File: src/rtl/add_seq_ctrl_pkg.sv
// -----------------------------------------------------------------------------
// add_seq_ctrl_pkg
//   Shared definitions for the byte-serial add/subtract sequencer.
//   - BYTE_W  : width of one adder slice (the shared adder is 8 bits wide)
//   - state_t : sequencer states, ST_IDLE=0, ST_RUN=1, ST_DONE=2
//   - idx_w() : index width for a given number of operand bytes
// -----------------------------------------------------------------------------
package add_seq_ctrl_pkg;

  localparam int BYTE_W = 8;

  typedef enum logic [1:0] {
    ST_IDLE = 2'd0,
    ST_RUN  = 2'd1,
    ST_DONE = 2'd2
  } state_t;

  // Index width for NBYTES operand bytes. NBYTES is at least 2, so the
  // result is never zero.
  function automatic int idx_w(input int nbytes);
    return $clog2(nbytes);
  endfunction

endpackage

File: src/rtl/add_seq_bytesel.sv
// -----------------------------------------------------------------------------
// add_seq_bytesel
//   Combinational NBYTES:1 byte selector. It picks byte[sel] out of a
//   packed NBYTES*BYTE_W operand, with byte 0 in the least significant
//   position. If sel is out of range, the output is zero.
//
// Ports
//   data     in   NBYTES*BYTE_W  packed operand
//   sel      in   IDX_W          byte index
//   byte_out out  BYTE_W         selected byte
// -----------------------------------------------------------------------------
module add_seq_bytesel
  import add_seq_ctrl_pkg::*;
#(
  parameter  int NBYTES = 4,
  localparam int IDX_W  = idx_w(NBYTES)
) (
  input  logic [NBYTES*BYTE_W-1:0] data,
  input  logic [IDX_W-1:0]         sel,
  output logic [BYTE_W-1:0]        byte_out
);

  // NOTE: assigning a default before any conditional assignment keeps this
  // block purely combinational; without it, a missed sel value would infer a latch.
  always_comb begin
    byte_out = '0;
    for (int i = 0; i < NBYTES; i++) begin
      if (sel == IDX_W'(i)) begin
        byte_out = data[i*BYTE_W +: BYTE_W];
      end
    end
  end

endmodule

File: src/rtl/add_seq_ctrl.sv
// -----------------------------------------------------------------------------
// add_seq_ctrl
//   Byte-serial sequencer for one NBYTES*8-bit add or subtract on a shared,
//   purely combinational 8-bit adder that lives in the parent.
//
//   On an accepted start, the sequencer latches the operands. It then
//   presents one operand byte pair per cycle, LSB first, and captures the
//   adder's sum byte in the same cycle. The carry is chained through a
//   register. Subtraction uses A + ~B + 1: the B bytes are inverted and the
//   initial carry is forced to 1.
//
//   done pulses for one cycle when result/cout are valid. result and cout
//   hold until the next accepted start. A start in the done cycle is
//   accepted, so consecutive operations run without an idle gap.
//
// Optional feature
//   ADD_SEQ_OVF_EN : adds the ovf output (signed two's-complement overflow).
//
// Ports
//   clk       in   1   rising-edge clock
//   rst_n     in   1   asynchronous active-low reset
//   start     in   1   request; sampled only in IDLE or DONE
//   sub       in   1   0: opa+opb+cin, 1: opa-opb
//   cin       in   1   carry in (add only)
//   opa/opb   in   W   operands, W = NBYTES*8
//   busy      out  1   high while the operation is in flight
//   done      out  1   one-cycle completion pulse
//   result    out  W   sum / difference
//   cout      out  1   final carry (subtract: 1 = no borrow)
//   add_a     out  8   adder operand A byte (0 outside RUN)
//   add_b     out  8   adder operand B byte, inverted on subtract (0 outside RUN)
//   add_cin   out  1   adder carry in (0 outside RUN)
//   add_dout  in   8   adder sum byte
//   add_cout  in   1   adder carry out
//   ovf       out  1   signed overflow (only with ADD_SEQ_OVF_EN)
// -----------------------------------------------------------------------------
module add_seq_ctrl
  import add_seq_ctrl_pkg::*;
#(
  parameter  int NBYTES = 4,
  localparam int W      = NBYTES * BYTE_W,
  localparam int IDX_W  = idx_w(NBYTES)
) (
  input  logic              clk,
  input  logic              rst_n,
  input  logic              start,
  input  logic              sub,
  input  logic              cin,
  input  logic [W-1:0]      opa,
  input  logic [W-1:0]      opb,
  output logic              busy,
  output logic              done,
  output logic [W-1:0]      result,
  output logic              cout,
  output logic [BYTE_W-1:0] add_a,
  output logic [BYTE_W-1:0] add_b,
  output logic              add_cin,
  input  logic [BYTE_W-1:0] add_dout,
  input  logic              add_cout
`ifdef ADD_SEQ_OVF_EN
  ,
  output logic              ovf
`endif
);

  localparam logic [IDX_W-1:0] IDX_LAST = IDX_W'(NBYTES - 1);

  state_t            state_q;
  state_t            state_d;
  logic [W-1:0]      a_q;
  logic [W-1:0]      b_q;
  logic              sub_q;
  logic              carry_q;
  logic [IDX_W-1:0]  idx_q;

  logic              accept;
  logic              in_run;
  logic              last_byte;
  logic [BYTE_W-1:0] a_byte;
  logic [BYTE_W-1:0] b_byte;

  // A start is honoured only when no operation is in flight. A start in the
  // DONE cycle begins the next operation immediately.
  assign accept    = start && ((state_q == ST_IDLE) || (state_q == ST_DONE));
  assign in_run    = (state_q == ST_RUN);
  assign last_byte = (idx_q == IDX_LAST);

  // ---------------------------------------------------------------------------
  // Operand byte selection (the write-back into result stays here)
  // ---------------------------------------------------------------------------
  add_seq_bytesel #(.NBYTES(NBYTES)) u_sel_a (
    .data     (a_q),
    .sel      (idx_q),
    .byte_out (a_byte)
  );

  add_seq_bytesel #(.NBYTES(NBYTES)) u_sel_b (
    .data     (b_q),
    .sel      (idx_q),
    .byte_out (b_byte)
  );

  // ---------------------------------------------------------------------------
  // FSM: state register
  // ---------------------------------------------------------------------------
  // NOTE: sequential state uses non-blocking assignments so every register
  // samples its inputs as they were before the edge, in any evaluation order.
  always_ff @(posedge clk or negedge rst_n) begin
    if (!rst_n) begin
      state_q <= ST_IDLE;
    end else begin
      state_q <= state_d;
    end
  end

  // ---------------------------------------------------------------------------
  // FSM: next-state logic
  // ---------------------------------------------------------------------------
  always_comb begin
    state_d = state_q;
    unique case (state_q)
      ST_IDLE: if (start)     state_d = ST_RUN;
      ST_RUN:  if (last_byte) state_d = ST_DONE;
      ST_DONE: state_d = start ? ST_RUN : ST_IDLE;
      default: state_d = ST_IDLE;
    endcase
  end

  // ---------------------------------------------------------------------------
  // FSM: outputs. The adder inputs derive only from registered state, and
  // they are forced to zero outside RUN so the shared adder sees quiet inputs.
  // ---------------------------------------------------------------------------
  always_comb begin
    busy    = in_run;
    done    = (state_q == ST_DONE);
    add_a   = '0;
    add_b   = '0;
    add_cin = 1'b0;
    if (in_run) begin
      add_a   = a_byte;
      add_b   = b_byte ^ {BYTE_W{sub_q}};
      add_cin = carry_q;
    end
  end

  // ---------------------------------------------------------------------------
  // Datapath: operand latches, carry chain, byte index and result write-back.
  // The operands are latched at accept, so later input changes cannot
  // disturb the operation in flight.
  // ---------------------------------------------------------------------------
  always_ff @(posedge clk or negedge rst_n) begin
    if (!rst_n) begin
      a_q     <= '0;
      b_q     <= '0;
      sub_q   <= 1'b0;
      carry_q <= 1'b0;
      idx_q   <= '0;
      result  <= '0;
      cout    <= 1'b0;
    end else if (accept) begin
      a_q     <= opa;
      b_q     <= opb;
      sub_q   <= sub;
      // Subtract is A + ~B + 1, so the chain starts with carry 1.
      carry_q <= sub | cin;
      idx_q   <= '0;
      result  <= '0;
      cout    <= 1'b0;
    end else if (in_run) begin
      result[idx_q*BYTE_W +: BYTE_W] <= add_dout;
      carry_q                        <= add_cout;
      if (last_byte) begin
        cout <= add_cout;
      end else begin
        idx_q <= idx_q + 1'b1;
      end
    end
  end

`ifdef ADD_SEQ_OVF_EN
  // Signed overflow is the carry out of bit 7 XOR the carry into bit 7 of
  // the top byte. The carry into bit 7 is recovered from the sum bit as
  // dout[7]^a[7]^b[7], using the adder-facing (possibly inverted) B.
  logic carry_into_msb;
  assign carry_into_msb = add_dout[BYTE_W-1] ^ add_a[BYTE_W-1] ^ add_b[BYTE_W-1];

  always_ff @(posedge clk or negedge rst_n) begin
    if (!rst_n) begin
      ovf <= 1'b0;
    end else if (accept) begin
      ovf <= 1'b0;
    end else if (in_run && last_byte) begin
      ovf <= add_cout ^ carry_into_msb;
    end
  end
`endif

endmodule
File: config.mk
export PLATFORM = sky130hd
export DESIGN_NAME = add_seq_ctrl
export DESIGN_NICKNAME = d
export VERILOG_FILES = /design/src/rtl/add_seq_ctrl_pkg.sv /design/src/rtl/add_seq_bytesel.sv /design/src/rtl/add_seq_ctrl.sv
export SDC_FILE = /design/constraint.sdc
export NUM_CORES = 1
export LEC_CHECK = 0
export CAP_MARGIN = 20
export CORE_MARGIN = 5
export CORE_UTILIZATION = 40
export DETAILED_ROUTE_END_ITERATION = 10
export GPL_TIMING_DRIVEN = 0
export PLACE_DENSITY = 0.77
export SETUP_SLACK_MARGIN = 0.05
export SYNTH_ARGS = -nofsm -noshare
export SYNTH_HDL_FRONTEND = slang
export SYNTH_SLANG_ARGS = --single-unit
File: constraint.sdc
create_clock -name clk -period 2.1 [get_ports clk]
set_input_delay 0.21 -clock clk [delete_from_list [all_inputs] [get_ports clk]]
set_output_delay 0.21 -clock clk [all_outputs]
set_load 0.03 [all_outputs]
==> flow_metrics.tcl, run 1 <==
set metrics [dict create \
    status "finished, violations left" \
    violations "setup timing" \
    design_area_um2 6930 \
    regToRegStartpoint "idx_q[0]$_DFFE_PN0P_" \
    syn_inst 471 \
    rows 39 \
    first_pass_iters 4 \
    fin_ws_ns -0.290 \
    synth_edf_count 0 \
    dp_hpwl_mm 9.69 \
    regArea_um2 2580 \
    cts_tree "built" \
    initialDrtViolationCount 213 \
    gp_congestion 0.915 \
    grt_pass1_vias 4204 \
    critPathRequiredTime_ns 1.89 \
    clkPwrFrac 0.146 \
    start_kind "flop" \
    netlist_area_um2 4560 \
    placed_cell_area_um2 6180 \
    fp.dieArea_um2 13600 \
    slew_viol_final 0 \
    slowest_stage "dfrtp_2" \
    tightest_slew_ns 0.532 \
    wirelength_mm 13.5 \
    avgSynthCellArea_um2 9.69 \
    multi_input_area_um2 2070 \
    ys.flop_type "dfrtp_1" \
    synth-async-reset-ratio 1.00 \
    combPwrFrac 0.563 \
    syn_nets 557 \
    coreArea_um2 11300 \
    internal-power_mw 6.43 \
    pin_count 130 \
    die_x_um 117 \
    grt_first_pass_wirelength_mm 21.3 \
    cts_max_path_buffers 2 \
    dp_slack_ns -0.909 \
    rsz0062_at_grt "yes" \
    synth-warning-count 0 \
    seq_power_share 0.290 \
    num-nets-final 720 \
    final-hold-violation-count 0 \
    finish.utilization 0.612 \
    drc 0 \
    cp-startpoint "idx_q[0]$_DFFE_PN0P_" \
    cts_inserted_buffers 9 \
    clock_latency_ns 0.34 \
    power_density_nw_per_um2 1620 \
    htreeDepth 3 \
    crit_fanout 6 \
    critPathCaptureType "output port" \
    finalSetupViolCount 16 \
    via_per_inst 5.19 \
    maxCapViolations 0 \
    p_leak_nw 3.22 \
    tns_ns -3.26 \
    cts_root_buffer "clkbuf_16" \
    period_needed_ns 2.39 \
    path_cells "inv_4, ha_4, nor2b_4, buf_8, a22oi_2, a21oi_2, mux2i_4, buf_6" \
    period_share 1.14 \
    clk_pin_slew_ns 0.07 \
    switching_power_mw 4.76 \
    cts.sinks 103 \
    max_stage_delay_ns 0.46 \
    fmax_ghz 0.418 \
    detailroute.via_count 4060 \
    globalRouteOverflowTotal 0 \
    wire_per_inst_um 17.3 \
    area_growth_pct 51.7 \
    grt_max_degree 66 \
    fillers 927 \
    crit_arrival_ns 2.18 \
    clock_skew_ns 0.00630 \
    rrSetupSlack_ns 0.13 \
    ys_seq_elements 103 \
    hp-class "input pin to asynchronous set/reset pin" \
    portBuffers 129 \
    drive_gt1_frac 0.208 \
    worst-r2r-cell-count 6 \
    grtUsageTotal 0.202 \
    ir_drop_v 0.000822 \
    yosysSeqAreaShare 0.565 \
    ys_types 32 \
    swShare 0.425 \
    start_util 0.403 \
    die_y_um 117 \
    rr_endpoint "result[6]$_DFFE_PN0P_" \
    crit_type "flop to output port" \
    relSlewSlack 0.644 \
    ant_nets 0 \
    antenna_found_initial 0 \
]
state kept, by name, indices dropped and copies added, names as in the netlist:
name,flops
state_q,2
idx_q,2
b_q,32
cout,1
carry_q,1
a_q,32
result,32
sub_q,1
layer usage:
layer,part of all wire,track usage,up-vias
met5,0,0,-
met3,0.069,0.0308,17
met4,0.017,0.0765,0
li1,-,-,1915
met1,0.42,0.269,1974
met2,0.49,0.333,154
worst max path at each step:
stage / end / slack [ns]
after floorplan: add_b[6] / -0.01
after global placement: idx_q[0]$_DFFE_PN0P_ / -3.24
after detailed placement: add_b[7] / -0.91
after CTS: add_b[3] / -0.32
after global routing: add_b[7] / -0.37
final: add_b[7] / -0.29
worst max-delay path: cells and delay by family (launching register included):
kind	cells	cell delay (ns)
flip-flops	1	0.46
buffers and inverters	3	0.41
AO/OA/AOI/OAI	2	0.31
multiplexers	1	0.29
AND/OR/NAND/NOR	1	0.23
adder cells (fa/ha/maj)	1	0.14
per-stage QoR:
stage                     total power [mW]  cells  hold slack, ns
after floorplan                       6.72    471         -0.0856
after global placement                8.38    743           0.461
after detailed placement              8.55    744           0.213
after CTS                             11.1    780           0.383
after global routing                  11.8    782           0.404
final                                 11.2    783           0.380
synth_stat cells (2+ instances only):
library cell / number / area share
nand2_1: 190 / 0.16
a211o_1: 7 / 0.013
a21oi_1: 17 / 0.019
nor2_1: 8 / 0.0066
o22ai_1: 8 / 0.011
a221oi_2: 2 / 0.0066
ha_1: 8 / 0.022
a21oi_2: 6 / 0.012
nand2b_1: 4 / 0.0055
clkbuf_1: 8 / 0.0066
a22o_1: 32 / 0.061
and4_1: 2 / 0.0038
dfrtp_1: 103 / 0.56
buf_1: 3 / 0.0025
nor2b_1: 2 / 0.0027
buf_4: 4 / 0.0066
mux2i_1: 9 / 0.020
buf_2: 13 / 0.014
o21ai_0: 10 / 0.011
a22oi_1: 9 / 0.015
inv_1: 10 / 0.0082
buf_6: 2 / 0.0049
a221oi_1: 5 / 0.0096
placed cells by master (no fill, tap or decap), types with 3 or more instances in the layout:
master	instances
clkbuf_1	6
nor2_1	7
buf_6	23
clkdlybuf4s50_1	110
o22ai_1	6
inv_1	8
buf_2	9
a22oi_2	8
nand2_1	189
a211o_1	7
ha_4	3
ha_1	5
dfrtp_1	102
buf_4	21
a21oi_2	19
a221oi_2	3
mux2i_4	8
a221oi_1	4
nand2b_1	3
a22o_1	32
buf_8	4
clkbuf_16	9
o21ai_0	9
timing repair:
action | 4_1_cts | 5_1_grt
setup buffers | 18 | 5
setup endpoints to repair | 18 | 17
pin swaps | 25 | 19
cloned | 2 | 0
hold buffers | 1 | 0
endpoints found under the hold margin | 38 | 0
gates resized for setup | 158 | 19
power by group through the flow:
stage | combinational, mW | sequential [mW] | clock [mW]
after floorplan | 3.35 | 3.37 | 0
after global placement | 5.18 | 3.20 | 0
after detailed placement | 5.31 | 3.24 | 0
after CTS | 6.20 | 3.23 | 1.67
after global routing | 6.78 | 3.33 | 1.74
final | 6.31 | 3.25 | 1.64
cells by family (layout without fill, tap and decap cells):
logic type | Yosys count | count (layout) | synth area share
DFF | 103 | 103 | 0.565
AOI/OAI and AO/OA | 97 | 97 | 0.159
adders and majority gates | 8 | 8 | 0.0219
muxes | 9 | 9 | 0.0197
other | 0 | 1 | 0
and+or+nand+nor | 211 | 211 | 0.188
buffers and inverters | 42 | 210 | 0.0447
xor gates and xnor gates | 1 | 1 | 0.00192
area by class of cell:
type | count | share of cell area
flip-flops and latches | 103 | 0.372
multi-input cells | 326 | 0.299
repair buffers | 154 | 0.226
clock buffers | 9 | 0.0325
plain buffers | 28 | 0.0278
well taps | 143 | 0.0258
clock inverters | 7 | 0.00958
inverters | 12 | 0.00705
diodes | 1 | 0.000361
No activity file was read; power rests on OpenSTA's default activity.
==> run 2, diff against run 1 <==
- CORE_MARGIN: 5 -> 3
- SLEW_MARGIN: not set -> 10
==> run 2 against run 1 <==
Against the previous run: the flow still finishes with violations (setup timing); cell area is 2.8% lower; core utilization is 0.12 points higher; clock-buffer cell count stayed put; critical endpoint is now add_a[0].
==> flow_metrics.tcl, run 2 (same netlist as run 1, synthesis figures left out) <==
set metrics [dict create \
    status "finished, violations left" \
    violations "setup timing" \
    cts.sinks 103 \
    cts_inserted_buffers 9 \
    final_cell_mix "nand2_1, clkdlybuf4s50_1, dfrtp_1" \
    fmax_ghz 0.416 \
    detailroute.via_count 4039 \
    num-nets-final 713 \
    globalRouteOverflowTotal 0 \
    period_share 1.15 \
    initialDrtViolationCount 333 \
    critPathRequiredTime_ns 1.89 \
    fillers 925 \
    power.total_mw 10.8 \
    dp_hpwl_mm 9.46 \
    dp_slack_ns -0.888 \
    grt_pass1_vias 4266 \
    reg_top3 "a_q (32), b_q (32), result (32)" \
    fin_cells 772 \
    hp-class "input pin to asynchronous set/reset pin" \
    ir_drop_v 0.00111 \
    ant_nets 0 \
    start_util 0.416 \
    wire_per_inst_um 17.1 \
    portBuffers 129 \
    rows 38 \
    final_common_cell "nand2_1" \
    clock_latency_ns 0.35 \
    slew_viol_final 0 \
    placed_cell_area_um2 6180 \
    drc 0 \
    pin_count 130 \
    drive_gt1_frac 0.188 \
    wirelength_mm 13.2 \
    cts_max_path_buffers 2 \
    grt_max_degree 67 \
    power_density_nw_per_um2 1600 \
    via_per_inst 5.23 \
    gp_congestion 0.876 \
    design_area_um2 6730 \
    rsz0062_at_grt "yes" \
    die_y_um 113 \
    clk_pin_slew_ns 0.08 \
    slowest_stage "dfrtp_2" \
    crit_fanout 7 \
    path_cells "inv_2, ha_4, nor2b_4, buf_4, buf_6, a221oi_2, a211o_1, a21oi_2, buf_6" \
    p_leak_nw 3.15 \
    crit_arrival_ns 2.20 \
    critPathCaptureType "output port" \
    relSlewSlack 0.658 \
    area_growth_pct 47.5 \
    fin_ws_ns -0.306 \
    maxCapViolations 0 \
    antenna_found_initial 0 \
    tns_ns -3.81 \
    antennaDiodeCount 0 \
    grt_first_pass_wirelength_mm 21.7 \
    grtUsageTotal 0.213 \
    finalSetupViolCount 16 \
    start_kind "flop" \
    hold_slack_ns 0.364 \
    tightest_slew_ns 0.511 \
    first_pass_iters 5 \
    htreeDepth 3 \
    cts_tree "built" \
    fp.dieArea_um2 12700 \
    final-hold-violation-count 0 \
    coreArea_um2 11000 \
    die_x_um 113 \
    finish.utilization 0.613 \
    cp_common_cell "buf_6" \
    max_stage_delay_ns 0.46 \
    period_needed_ns 2.41 \
    cts_root_buffer "clkbuf_16" \
    crit_type "flop to output port" \
    clock_skew_ns 0.00897 \
    dpl.cell_count 741 \
]
## run 2: changes by cell type in the layout (fill, tap and decap cells not counted), moves of 2 or more
cell	delta
o22ai_2	-2
buf_6	-5
a21oi_1	+5
buf_4	+3
a21oi_4	-2
buf_8	-4
o22ai_1	+2
a21oi_2	-3
## run 2: worst paths after layout
kind,depth (start not counted),to,from,slack (ns)
max in group asynchronous,3,b_q[28]$_DFFE_PN0P_,rst_n,1.04
min in group clk,3,a_q[10]$_DFFE_PN0P_,opa[10],0.38
min reg2reg,2,a_q[28]$_DFFE_PN0P_,a_q[28]$_DFFE_PN0P_,0.48
max reg2reg,5,result[1]$_DFFE_PN0P_,idx_q[0]$_DFFE_PN0P_,0.24
max,9,add_a[0],idx_q[0]$_DFFE_PN0P_,-0.31
min,2,result[25]$_DFFE_PN0P_,rst_n,0.36
## run 2: layout make-up
type                       instances  area [um2]  share of cell area
buffer                            28         170              0.0253
inverter                          12        46.3             0.00688
sequential                       103        2580               0.383
multi-input combinational        326        2010               0.299
timing repair buffer             147        1470               0.218
tap                              140         175              0.0260
clock buffer                       9         225              0.0335
clock inverter                     7        57.6             0.00855
## run 2: layer usage
layer,part of all wire,vias to the layer above,track usage
met2,0.50,150,0.366
met3,0.049,15,0.0278
li1,-,1892,-
met1,0.44,1982,0.281
met5,0,-,0
met4,0.014,0,0.0689
## run 2: worst max-delay path, delay by kind of cell (launching register included)
kind	cells	cell delay, ns
DFF	1	0.46
buffers and inverters	4	0.51
AOI/OAI and AO/OA	3	0.50
and+or+nand+nor	1	0.26
adders and majority gates	1	0.14
## run 2: where the power goes
| group | internal, mW | switching, mW |
|---|---|---|
| Clock | 0.820 | 0.794 |
| Combinational | 2.58 | 3.32 |
| Sequential | 2.75 | 0.489 |
## run 2: repair_timing
action,in CTS,in global routing
gates resized for setup,149,2
hold endpoints to repair,37,0
setup buffers,15,0
hold buffers,1,0
setup endpoints to repair,18,17
pin swaps,23,6
gates cloned,1,0
==> run 3, diff against run 2 <==
- HOLD_SLACK_MARGIN: not set -> 0.15
==> results of run 3 <==
The final DEF is identical to that of run 2; final timing and power are the same.
